--- src/rtl/pwm_pkg.sv ---
`default_nettype none
// ============================================================================
//  Module      : pwm_pkg
//  Description : Shared constants and helpers for the multi-channel PWM
//                generator. Holds the register address map and the rule that
//                a programmed divider or period of zero behaves as one.
//  Revision    : 1.0  initial release
// ============================================================================
package pwm_pkg;

  // Register address map. DUTY[n] sits at ADDR_DUTY_BASE + n; address 3 is
  // reserved and ignored on write.
  localparam int ADDR_DIV       = 0;
  localparam int ADDR_PERIOD    = 1;
  localparam int ADDR_ENABLE    = 2;
  localparam int ADDR_DUTY_BASE = 4;

  // A limit of zero would leave a counter with no terminal value, so it is
  // treated as one. Callers zero-extend into 32 bits and truncate the result.
  function automatic logic [31:0] pwm_eff_limit(input logic [31:0] value);
    return (value == 32'd0) ? 32'd1 : value;
  endfunction

endpackage
`default_nettype wire

--- src/rtl/pwm_prescaler.sv ---
`default_nettype none
// ============================================================================
//  Module      : pwm_prescaler
//  Description : Clock divider for the PWM period counter. Counts
//                0..div_act-1 once per clk and raises tick combinationally on
//                the terminal count, returning to 0 on that same cycle.
//  Ports       : clk      in   system clock
//                reset    in   asynchronous active-low reset
//                div_act  in   active divider value (0 behaves as 1)
//                tick     out  one-clk strobe at the end of each divider cycle
//  Revision    : 1.0  initial release
// ============================================================================
module pwm_prescaler
  import pwm_pkg::*;
#(
  parameter int CNT_W       = 16,
  parameter int DEFAULT_DIV = 1000
) (
  input  logic             clk,
  input  logic             reset,
  input  logic [CNT_W-1:0] div_act,
  output logic             tick
);

  // The top level resets the active divider to DEFAULT_DIV; it must fit the
  // register width or the reset value silently truncates.
  if (DEFAULT_DIV < 0 || longint'(DEFAULT_DIV) >= (longint'(1) << CNT_W)) begin : g_bad_default_div
    $error("pwm_prescaler: DEFAULT_DIV does not fit in CNT_W bits");
  end

  localparam logic [CNT_W-1:0] c_one = CNT_W'(1);

  logic [CNT_W-1:0] div_cnt_q;
  logic [CNT_W-1:0] div_cnt_d;
  logic [CNT_W-1:0] w_div_last;

  assign w_div_last = CNT_W'(pwm_eff_limit(32'(div_act)) - 32'd1);
  assign tick       = (div_cnt_q == w_div_last);

  // The active divider only changes on a period wrap, which always coincides
  // with a tick, so the counter is already back at 0 when a new value lands.
  always_comb begin
    div_cnt_d = div_cnt_q + c_one;
    if (tick) begin
      div_cnt_d = '0;
    end
  end

  always_ff @(posedge clk or negedge reset) begin
    if (!reset) begin
      div_cnt_q <= '0;
    end else begin
      div_cnt_q <= div_cnt_d;
    end
  end

endmodule
`default_nettype wire

--- src/rtl/pwm_multi_gen.sv ---
`default_nettype none
// ============================================================================
//  Module      : pwm_multi_gen
//  Description : Multi-channel PWM generator with a shared prescaler and
//                period counter. All configuration is double-buffered: writes
//                go to shadow registers which are copied into the active set
//                only when the period counter wraps, so a period is never cut
//                short or stretched by a reconfiguration.
//  Ports       : clk          in   system clock
//                reset        in   asynchronous active-low reset
//                wr_en        in   register write strobe
//                wr_addr      in   0 DIV, 1 PERIOD, 2 ENABLE, 4+n DUTY[n]
//                wr_data      in   write data (ENABLE uses [CHANNELS-1:0])
//                pwm          out  registered PWM outputs, XORed with POL
//                period_tick  out  one-clk pulse on the wrap cycle
//                cnt          out  current period count
//  Revision    : 1.0  initial release
// ============================================================================
module pwm_multi_gen
  import pwm_pkg::*;
#(
  parameter int                  CHANNELS       = 4,
  parameter int                  CNT_W          = 16,
  parameter int                  ADDR_W         = 4,
  parameter int                  DEFAULT_DIV    = 1000,
  parameter int                  DEFAULT_PERIOD = 100,
  parameter logic [CHANNELS-1:0] POL            = '0
) (
  input  logic                clk,
  input  logic                reset,
  input  logic                wr_en,
  input  logic [ADDR_W-1:0]   wr_addr,
  input  logic [CNT_W-1:0]    wr_data,
  output logic [CHANNELS-1:0] pwm,
  output logic                period_tick,
  output logic [CNT_W-1:0]    cnt
);

  if ((ADDR_DUTY_BASE + CHANNELS) > (1 << ADDR_W)) begin : g_bad_addr_w
    $error("pwm_multi_gen: ADDR_W too narrow for the DUTY registers");
  end

  localparam logic [CNT_W-1:0]  c_def_div    = CNT_W'(DEFAULT_DIV);
  localparam logic [CNT_W-1:0]  c_def_period = CNT_W'(DEFAULT_PERIOD);
  localparam logic [CNT_W-1:0]  c_one        = CNT_W'(1);
  localparam logic [ADDR_W-1:0] c_addr_div   = ADDR_W'(ADDR_DIV);
  localparam logic [ADDR_W-1:0] c_addr_per   = ADDR_W'(ADDR_PERIOD);
  localparam logic [ADDR_W-1:0] c_addr_en    = ADDR_W'(ADDR_ENABLE);

  // Shared configuration: shadow (written by the bus) and active (in use).
  logic [CNT_W-1:0]    div_sh_q,    div_sh_d;
  logic [CNT_W-1:0]    div_act_q,   div_act_d;
  logic [CNT_W-1:0]    period_sh_q, period_sh_d;
  logic [CNT_W-1:0]    period_act_q, period_act_d;
  logic [CHANNELS-1:0] en_sh_q,     en_sh_d;
  logic [CHANNELS-1:0] en_act_q,    en_act_d;
  logic [CNT_W-1:0]    cnt_q,       cnt_d;

  logic                w_tick;
  logic                w_wrap;
  logic [CNT_W-1:0]    w_period_last;

  pwm_prescaler #(
    .CNT_W       (CNT_W),
    .DEFAULT_DIV (DEFAULT_DIV)
  ) u_prescaler (
    .clk     (clk),
    .reset   (reset),
    .div_act (div_act_q),
    .tick    (w_tick)
  );

  assign w_period_last = CNT_W'(pwm_eff_limit(32'(period_act_q)) - 32'd1);
  assign w_wrap        = w_tick && (cnt_q == w_period_last);

  // The wrap term is combinational from registered state; gating with reset
  // keeps the pulse low while the block is held in reset even when the
  // defaults would otherwise wrap on every clk.
  assign period_tick = w_wrap && reset;
  assign cnt         = cnt_q;

  always_comb begin
    cnt_d        = cnt_q;
    div_sh_d     = div_sh_q;
    period_sh_d  = period_sh_q;
    en_sh_d      = en_sh_q;
    div_act_d    = div_act_q;
    period_act_d = period_act_q;
    en_act_d     = en_act_q;

    if (w_tick) begin
      cnt_d = w_wrap ? '0 : (cnt_q + c_one);
    end

    // Active copies take the pre-write shadow value; a write on the wrap
    // cycle is therefore deferred to the following wrap.
    if (w_wrap) begin
      div_act_d    = div_sh_q;
      period_act_d = period_sh_q;
      en_act_d     = en_sh_q;
    end

    if (wr_en) begin
      if (wr_addr == c_addr_div) begin
        div_sh_d = wr_data;
      end else if (wr_addr == c_addr_per) begin
        period_sh_d = wr_data;
      end else if (wr_addr == c_addr_en) begin
        en_sh_d = wr_data[CHANNELS-1:0];
      end
    end
  end

  always_ff @(posedge clk or negedge reset) begin
    if (!reset) begin
      cnt_q        <= '0;
      div_sh_q     <= c_def_div;
      div_act_q    <= c_def_div;
      period_sh_q  <= c_def_period;
      period_act_q <= c_def_period;
      en_sh_q      <= '0;
      en_act_q     <= '0;
    end else begin
      cnt_q        <= cnt_d;
      div_sh_q     <= div_sh_d;
      div_act_q    <= div_act_d;
      period_sh_q  <= period_sh_d;
      period_act_q <= period_act_d;
      en_sh_q      <= en_sh_d;
      en_act_q     <= en_act_d;
    end
  end

  // Per-channel duty registers and comparator. The output compares the
  // current count, so pwm trails cnt by one clk.
  for (genvar i = 0; i < CHANNELS; i++) begin : g_chan
    localparam logic [ADDR_W-1:0] c_addr_duty = ADDR_W'(ADDR_DUTY_BASE + i);

    logic [CNT_W-1:0] duty_sh_q,  duty_sh_d;
    logic [CNT_W-1:0] duty_act_q, duty_act_d;
    logic             pwm_q,      pwm_d;

    always_comb begin
      duty_sh_d  = duty_sh_q;
      duty_act_d = duty_act_q;
      if (w_wrap) begin
        duty_act_d = duty_sh_q;
      end
      if (wr_en && (wr_addr == c_addr_duty)) begin
        duty_sh_d = wr_data;
      end
      pwm_d = (en_act_q[i] && (cnt_q < duty_act_q)) ^ POL[i];
    end

    always_ff @(posedge clk or negedge reset) begin
      if (!reset) begin
        duty_sh_q  <= '0;
        duty_act_q <= '0;
        pwm_q      <= POL[i];
      end else begin
        duty_sh_q  <= duty_sh_d;
        duty_act_q <= duty_act_d;
        pwm_q      <= pwm_d;
      end
    end

    assign pwm[i] = pwm_q;
  end

endmodule
`default_nettype wire
--- config.mk ---
export PLATFORM = sky130hd
export DESIGN_NAME = pwm_multi_gen
export DESIGN_NICKNAME = d
export VERILOG_FILES = /design/src/rtl/pwm_pkg.sv /design/src/rtl/pwm_prescaler.sv /design/src/rtl/pwm_multi_gen.sv
export SDC_FILE = /design/constraint.sdc
export NUM_CORES = 1
export LEC_CHECK = 0
export ABC_CLOCK_PERIOD_IN_PS = 3750
export CAP_MARGIN = 30
export CORE_UTILIZATION = 45
export CTS_BUF_LIST = sky130_fd_sc_hd__clkbuf_4 sky130_fd_sc_hd__clkbuf_8
export CTS_CLUSTER_SIZE = 24
export DETAILED_ROUTE_END_ITERATION = 8
export GPL_TIMING_DRIVEN = 0
export PLACE_DENSITY = 0.68
export SLEW_MARGIN = 20
export SYNTH_ARGS = -nofsm -noshare
export SYNTH_HDL_FRONTEND = slang
export SYNTH_SLANG_ARGS = --single-unit
--- constraint.sdc ---
create_clock -name clk -period 3.75 [get_ports clk]
set_input_delay 0.5625 -clock clk [delete_from_list [all_inputs] [get_ports clk]]
set_output_delay 0.5625 -clock clk [all_outputs]
set_load 0.02 [all_outputs]
Word-level counts from Yosys, hierarchy flattened
Cells that the tools add are included.
{"block": "classes", "order_cmp": 4, "n_eq_ne": 8, "add_sub_neg": 4, "bitwise_logic": 2, "mux": 4, "reduce_logical": 16}
{"op": "less-than comparator 16 bit", "count": 4}
{"op": "two-way mux 16 bit", "count": 4}
{"op": "adder 16 x 1 -> 16 bit (second input constant)", "count": 2}
{"op": "== test 16 bit", "count": 2}
{"op": "zero test 16 bit", "count": 2}
{"op": "subtractor 16 x 1 -> 16 bit (second input constant)", "count": 2}
{"op": "== test 4 x 3 -> 1 bit (second input constant)", "count": 4}
{"op": "logical AND 1 bit", "count": 10}
{"op": "== test 4 x 1 -> 1 bit (second input constant)", "count": 1}
{"op": "== test 4 x 2 -> 1 bit (second input constant)", "count": 1}
{"op": "zero test 4 bit", "count": 1}
{"op": "AND reduction 4 bit", "count": 1}
{"op": "AND reduction 3 bit", "count": 1}
{"op": "NOT 1 bit", "count": 2}
{"op": "AND reduction 2 bit", "count": 1}
{"block": "word_totals", "ff_bits": 236, "wordCells": 58, "in_bits": 23}

Depth between registers and ports, before layout
Gate-level depths: netlist (run 1).
{"block": "logic_depth", "word_depth": 6, "mapped_depth": 15, "depth_no_buf": 12}

Modules after synthesis
From an unflattened synthesis (run 1), not the netlist that was laid out.
{"block": "unflattened", "cells_unflattened": 956, "area_unflattened_um2": 11871.4}
{"module": "pwm_multi_gen", "instances": 1, "seq_area_each_um2": 5527.8, "area_each_um2": 10452.5, "cells_each": 798}
{"module": "pwm_prescaler", "instances": 1, "seq_area_each_um2": 400.4, "area_each_um2": 1418.9, "cells_each": 158}

Least setup slack after synthesis (run 1)
Ideal clock, no wire load.
{"block": "synth_timing", "path_kind": "reg2out", "from": "reg period_act_q[2]", "to": "out period_tick", "required_time_ps": 3188, "setup_slack_ps": -16, "stages_incl_launch_ff": 14, "t_arrival_ps": 3204, "n_path_buf": 1, "cell_sequence": "dfstp_2 > buf_2 > nor4_1 > and4_1 > nor2_1 > ha_1 > or3b_2 > nor3_1 > xnor2_1 > nand2_1 > nor4_1 > nand3_1 > nor4_1 > and2_1"}
{"block": "synth_via", "elab_chain_cells": 6}
{"item": "from (decl)", "line": "pwm_multi_gen.sv:54", "text": "logic [CNT_W-1:0] period_act_q, period_act_d;"}
{"item": "from (signal assigned)", "line": "pwm_multi_gen.sv:120", "text": "period_act_q <= c_def_period;"}
{"item": "from (signal assigned)", "line": "pwm_multi_gen.sv:128", "text": "period_act_q <= period_act_d;"}
{"item": "zero test 16 bit", "line": "pwm_pkg.sv:21", "text": "return (value == 32'd0) ? 32'd1 : value;"}
{"item": "two-way mux 16 bit *", "line": "pwm_pkg.sv:21"}
{"item": "subtractor 16 x 1 -> 16 bit *", "line": "pwm_multi_gen.sv:73", "text": "assign w_period_last = CNT_W'(pwm_eff_limit(32'(period_act_q)) - 32'd1);"}
{"item": "== test 16 bit *", "line": "pwm_multi_gen.sv:74", "text": "assign w_wrap = w_tick && (cnt_q == w_period_last);"}
{"item": "logical AND 1 bit *", "line": "pwm_multi_gen.sv:74"}
{"item": "logical AND 1 bit *", "line": "pwm_multi_gen.sv:79", "text": "assign period_tick = w_wrap && reset;"}
{"item": "to (decl)", "line": "pwm_multi_gen.sv:35", "text": "output logic period_tick,"}
Mark *: on every way between the ends. The rest lies on a longest branch, timed or not.

Worst setup path after layout (run 1)
{"block": "layout_timing", "from": "reg div_act_q[14]", "to": "out period_tick"}
{"block": "layout_via", "elab_chain_cells": 6}
{"item": "from (decl)", "line": "pwm_multi_gen.sv:52", "text": "logic [CNT_W-1:0] div_act_q, div_act_d;"}
{"item": "from (signal assigned)", "line": "pwm_multi_gen.sv:118", "text": "div_act_q <= c_def_div;"}
{"item": "from (signal assigned)", "line": "pwm_multi_gen.sv:126", "text": "div_act_q <= div_act_d;"}
{"item": "zero test 16 bit", "line": "pwm_pkg.sv:21"}
{"item": "two-way mux 16 bit *", "line": "pwm_pkg.sv:21"}
{"item": "subtractor 16 x 1 -> 16 bit *", "line": "pwm_prescaler.sv:37", "text": "assign w_div_last = CNT_W'(pwm_eff_limit(32'(div_act)) - 32'd1);"}
{"item": "== test 16 bit *", "line": "pwm_prescaler.sv:38", "text": "assign tick = (div_cnt_q == w_div_last);"}
{"item": "logical AND 1 bit *", "line": "pwm_multi_gen.sv:74"}
{"item": "logical AND 1 bit *", "line": "pwm_multi_gen.sv:79"}
Marks and branches as above.

==> impl_metrics.toml, run 1 <==
[layout]
drive_gt1_frac = 0.319
final_cell_mix = "dfrtp_1, mux2_2, mux2_4"
n_fill_cell = 2163
area_growth_pct = 18.1
nets = 1176
layout_commonest_cell = "dfrtp_1"
diodes = 0
fin_area_um2 = 14400

[placement]
hpwl_um = 18800
gp_congestion = 0.862
port_buffers = 43
placed_area_um2 = 13100

[worst_setup_path]
rrSetupSlack_ps = 150
cp.required_ps = 3190
path_class = "reg -> out"
r2r_end = "g_chan[2].duty_act_q[11]$_DFFE_PN0P_"
critPathArrivalTime_ps = 3550
crit_path_end_kind = "output port"
cp-start-kind = "register"
r2r_start = "div_act_q[14]$_DFFE_PN0P_"
critical_path.max_fanout = 5
endpoint = "period_tick"
rr_worst_depth = 15
crit_start = "div_act_q[14]$_DFFE_PN0P_"

[global_routing]
grt_pass1_wl_um = 45200
grt_pass1_vias = 8055
grt_max_degree = 90
grt.overflow.total = 0
grt_usage = 0.210
antenna_found_initial = 0

[power]
comb_power_share = 0.246
p_int_mw = 5.48
pwr_density_cell_nw_per_um2 = 538
sw_frac_of_total = 0.294
seqPwrFrac = 0.420
ir_drop_v = 0.000334
p_switching_mw = 2.28
p_clk_frac = 0.334
p_leak_nw = 6.78

[synthesis]
synth_area_leaders = "dfrtp_1, mux2_4, mux2_2"
yosys.area.top_type = "dfrtp_1"
async_reset_ff_frac = 1.00
synth_seq_area_share = 0.486
syn_nets = 1067
syn-cell-area_um2 = 12200
syn_area_per_cell_um2 = 12.4
yosys_most_used_dff = "dfrtp_1"
yosysWarningCount = 0
synth_top_area_share = 0.447
synth_edf_count = 0
synth_seq_cells = 236
netlist_instances = 980
synth_cell_types = 66

[hold_path]
min_path_type = "in -> async"

[floorplan]
die_area_um2 = 27800
die_w_um = 167
pin_count = 44
die_y_um = 167
coreArea_um2 = 26400
initial_core_util = 0.463
rows = 59

[cts]
clock_latency_ps = 560
clk_pin_slew_worst_paths_ps = 60
clk_path_buf_depth = 3
clockRootBuffer = "clkbuf_8"
clock-sinks = 236
tritoncts = "built"
cts_made_buffers = 42
cts_max_level = 2

[sta]
drv_slew = 0
fin_worst_skew_ps = 32.1
clock.fmax_mhz = 243
fin_crit_ps = 4110
fin_tns_setup_ps = -361
worst_pin_slew_ps = 724
finalHoldViolCount = 0
relSlewSlack = 0.518
setup_slack_ps = -361
fin_crit_sh = 1.10
setup_viol = 1
rsz0062_at_grt = "yes"

[route]
drtIter0Drc = 379
first_pass_iters = 6
wl_per_cell_um = 19.4
vias_per_cell = 5.46
ant_nets = 0
drc = 0
via_count = 7960
routed_wl_um = 28300

[flow_run]
maxCapViolations = 0

[outcome]
violations = "negative setup slack"
status = "complete, but fails checks"
worst max-delay path, stage by stage, from the launching register on:
cell       delay (ps)
dfrtp_1           460
nor4_4            330
and4_4            290
a21oi_2            70
ha_2              340
o21ai_0            70
a2111oi_0         330
and4_4            330
nand4_1           160
nor4_4            340
and2_1            180
buf_6             120
kinds of logic after synthesis:
logic type | synth area share
compound gates | 0.0595
buf+inv | 0.0391
simple gates | 0.0972
flops | 0.486
xor+xnor | 0.0402
fa+ha+maj | 0.0656
mux | 0.212
how the worst min path moves through the flow:
stage	start	to	slack, ps	cells past startpoint
after CTS	reset	g_chan[0].pwm_q$_DFF_PN0_	20	1
after global placement	g_chan[2].duty_sh_q[14]$_DFFE_PN0P_	g_chan[2].duty_act_q[14]$_DFFE_PN0P_	460	1
final	reset	g_chan[2].duty_act_q[10]$_DFFE_PN0P_	30	1
after floorplan	reset	cnt[0]$_DFFE_PN0N_	270	0
after detailed placement	g_chan[0].duty_sh_q[13]$_DFFE_PN0P_	g_chan[0].duty_act_q[13]$_DFFE_PN0P_	470	1
after global routing	reset	g_chan[0].duty_act_q[8]$_DFFE_PN0P_	60	1
cell usage after synthesis, types with 3 or more instances:
cell,instances
o31ai_1,7
clkbuf_1,18
nor2b_1,10
and2_1,4
nand3_1,23
a2bb2oi_1,8
a21o_1,12
inv_1,65
o21ai_0,17
xnor2_1,35
mux2_1,20
or4_1,3
buf_2,3
ha_1,64
a41oi_1,3
nor3b_1,6
nand4_1,11
mux2_2,100
o21ai_1,4
nor4_1,13
mux2_4,80
and4_1,3
o211ai_1,4
nor3_1,16
or3_1,4
a21oi_1,27
and3_1,8
buf_6,10
nor2_1,45
buf_4,4
mux2i_1,4
a31oi_1,3
dfrtp_1,218
xor2_1,21
nand2b_1,16
dfstp_2,18
nand3b_1,5
o21a_1,4
nand2_1,28
power groups by stage:
stage / registers (mW) / clock network [mW] / logic [mW]
finish: 3.25 / 2.59 / 1.91
global route: 3.30 / 2.77 / 2.09
CTS: 3.25 / 2.65 / 1.84
detailed placement: 3.28 / 0 / 1.63
global placement: 3.27 / 0 / 1.58
floorplan: 3.20 / 0 / 1.25
sequential cells by signal, indices dropped and copies added, names as in the netlist, 16 cells and up:
name,cells
g_chan.duty_act_q,64
g_chan.duty_sh_q,64
cnt,16
div_act_q,16
div_sh_q,16
period_act_q,16
period_sh_q,16
u_prescaler.div_cnt_q,16
through the flow:
stage          setup WS (ps)   util  hold slack [ps]  total power [mW]  std cells
6_report                -361  0.547             33.3              7.75       1457
5_1_grt                 -494  0.547             64.8              8.17       1457
4_1_cts                 -394  0.544             20.1              7.74       1451
3_5_place_dp           -1150  0.498              467              4.91       1361
3_3_place_gp           -7930  0.495              460              4.84       1358
2_1_floorplan            125      -              267              4.44        980
final cells by class:
type	instances	area (µm²)	area share
Multi-Input combinational cell	643	6000	0.416
Sequential cell	236	5930	0.412
Clock buffer	67	803	0.0557
Timing Repair Buffer	70	689	0.0478
Tap cell	335	419	0.0291
Inverter	65	244	0.0169
Buffer	31	210	0.0146
Clock inverter	10	118	0.00816
timing repair:
item                                    CTS  global route
hold endpoints to repair                  0             0
cloned                                    1             0
hold buffers                              0             0
gates resized for setup                  36             9
endpoints found under the setup margin  128           123
pin swaps                                14             6
buffers inserted                         18             6
per-layer routing:
layer	share of wire	routed length [µm]	global-route usage	vias up
li1	-	-	-	3711
met1	0.47	13200	0.297	3995
met2	0.46	12900	0.330	196
met3	0.053	1490	0.0361	58
met4	0.023	663	0.0632	0
met5	0	0	0	-
Power figures use the tool's default switching activity.
==> run 2: changes to the inputs <==
--- a/config.mk
+++ b/config.mk
@@ -9,7 +9,7 @@
 export CAP_MARGIN = 30
 export CORE_UTILIZATION = 45
 export CTS_BUF_LIST = sky130_fd_sc_hd__clkbuf_4 sky130_fd_sc_hd__clkbuf_8
-export CTS_CLUSTER_SIZE = 24
+export CTS_CLUSTER_SIZE = 16
 export DETAILED_ROUTE_END_ITERATION = 8
 export GPL_TIMING_DRIVEN = 0
 export PLACE_DENSITY = 0.68
==> results of run 2 <==
Same layout as run 1: the final DEF is identical, and so are final timing and power.
==> run 3: changes to the inputs <==
--- a/config.mk
+++ b/config.mk
@@ -13,7 +13,6 @@
 export DETAILED_ROUTE_END_ITERATION = 8
 export GPL_TIMING_DRIVEN = 0
 export PLACE_DENSITY = 0.68
-export SLEW_MARGIN = 20
 export SYNTH_ARGS = -nofsm -noshare
 export SYNTH_HDL_FRONTEND = slang
 export SYNTH_SLANG_ARGS = --single-unit
==> run 3 against run 2 <==
Effect of this change: the flow still finishes with violations (negative setup slack); cell count rose by 0.62%; sequential cell count did not move; die area did not move; combinational power rose by 3%; clock skew fell by 3.6 ps; critical endpoint unchanged; largest power group unchanged.
==> impl_metrics.toml, run 3 (same netlist as run 1, synthesis figures left out) <==
[cts]
clock-sinks = 236
cts_made_buffers = 42
clock_latency_ps = 550
postCtsHoldBufs = 0
cts_max_level = 2
clockRootBuffer = "clkbuf_8"
clk_path_buf_depth = 3
clk_pin_slew_worst_paths_ps = 60
tritoncts = "built"

[outcome]
violations = "negative setup slack"
status = "complete, but fails checks"

[worst_setup_path]
rr_worst_depth = 15
r2r_start = "div_act_q[12]$_DFFE_PN0P_"
r2r_end = "g_chan[3].duty_act_q[5]$_DFFE_PN0P_"
critical_path.max_fanout = 4
cp-start-kind = "register"
critPathArrivalTime_ps = 3410
path_class = "reg -> out"
crit_path_end_kind = "output port"
rrSetupSlack_ps = 90
cp.required_ps = 3190

[sta]
setup_slack_ps = -227
fin_crit_sh = 1.06
setup_viol = 1
finalHoldViolCount = 0
hold_slack_ps = 102
drv_slew = 0
clock.fmax_mhz = 251
worst_pin_slew_ps = 755
rsz0062_at_grt = "yes"
fin_worst_skew_ps = 28.5
fin_crit_ps = 3980
relSlewSlack = 0.497

[placement]
hpwl_um = 18600
port_buffers = 43
post-place-cells = 1362
placed_area_um2 = 13100
gp_congestion = 0.862

[floorplan]
die_area_um2 = 27800
coreArea_um2 = 26400
die_w_um = 167
initial_core_util = 0.463
die_y_um = 167
rows = 59
pin_count = 44

[global_routing]
grt_pass1_vias = 7878
grt.overflow.total = 0
grt_max_degree = 125
grt_usage = 0.211
grt_pass1_wl_um = 45200
antenna_found_initial = 0

[power]
pwr_density_cell_nw_per_um2 = 534
p_leak_nw = 6.82
ir_drop_v = 0.000301
p_total_mw = 7.76

[layout]
final_cells = 1466
reg_top3 = "g_chan.duty_act_q x64, g_chan.duty_sh_q x64"
nets = 1185
diodes = 0
multi_input_area_um2 = 6040
fin_area_um2 = 14500
layout_commonest_cell = "dfrtp_1"
final_cell_mix = "dfrtp_1, mux2_2, mux2_4"
fin_util = 0.552
area_growth_pct = 19.2
drive_gt1_frac = 0.331
seq_area_um2 = 5940
n_fill_cell = 2166

[route]
wl_per_cell_um = 19.4
via_count = 8036
first_pass_iters = 5
ant_nets = 0
vias_per_cell = 5.48
drc = 0
drtIter0Drc = 496
routed_wl_um = 28400

[hold_path]
min_path_type = "in -> async"

[flow_run]
maxCapViolations = 0
-- run 3: worst max path at each step --
stage	from	to	slack (ps)
detailed placement	period_act_q[2]$_DFFE_PN1P_	period_tick	-1170
CTS	period_act_q[13]$_DFFE_PN0P_	period_tick	-390
floorplan	period_act_q[2]$_DFFE_PN1P_	period_tick	120
global placement	reset	g_chan[1].duty_act_q[3]$_DFFE_PN0P_	-7930
global route	period_act_q[5]$_DFFE_PN1P_	period_tick	-420
finish	period_act_q[15]$_DFFE_PN0P_	period_tick	-230
-- run 3: metrics by stage --
step	TNS (ps)	worst slack (ps)
global placement	-1859260	-7930
floorplan	0	125
finish	-227	-227
CTS	-392	-392
global route	-498	-415
detailed placement	-47640	-1170
-- run 3: routing by layer --
metal / vias up / wire, µm / global-route usage
met4: 0 / 537 / 0.0527
met5: - / 0 / 0
met2: 202 / 13100 / 0.330
li1: 3730 / - / -
met1: 4059 / 13500 / 0.304
met3: 45 / 1390 / 0.0354
-- run 3: critical path: stages, from the launching register on --
cell	delay, ps
dfrtp_2	430
nor4_4	350
and4_4	290
nor2_4	40
ha_4	160
or3b_4	260
nor3_4	40
xnor2_1	160
nand2_1	110
nor4_4	330
nand3_2	170
nor4_4	210
and2_1	180
buf_6	120
-- run 3: layout make-up --
class,instances,area share
Inverter,65,0.0168
Timing Repair Buffer,79,0.0517
Tap cell,335,0.0288
Clock buffer,72,0.0604
Buffer,31,0.0168
Clock inverter,5,0.00232
Sequential cell,236,0.408
Multi-Input combinational cell,643,0.415
-- run 3: where the power goes --
| group | leakage, nW | switching, mW | total, mW | internal [mW] |
|---|---|---|---|---|
| registers | 3.03 | 0.301 | 3.25 | 2.95 |
| logic | 3.31 | 0.915 | 1.97 | 1.06 |
| clock network | 0.489 | 1.07 | 2.54 | 1.47 |
-- run 3: repair_timing --
| item | in CTS | in global routing |
|---|---|---|
| setup buffers | 25 | 7 |
| gates resized for setup | 42 | 27 |
| endpoints found under the setup margin | 128 | 122 |
| pin swaps | 18 | 13 |
| cloned | 0 | 1 |
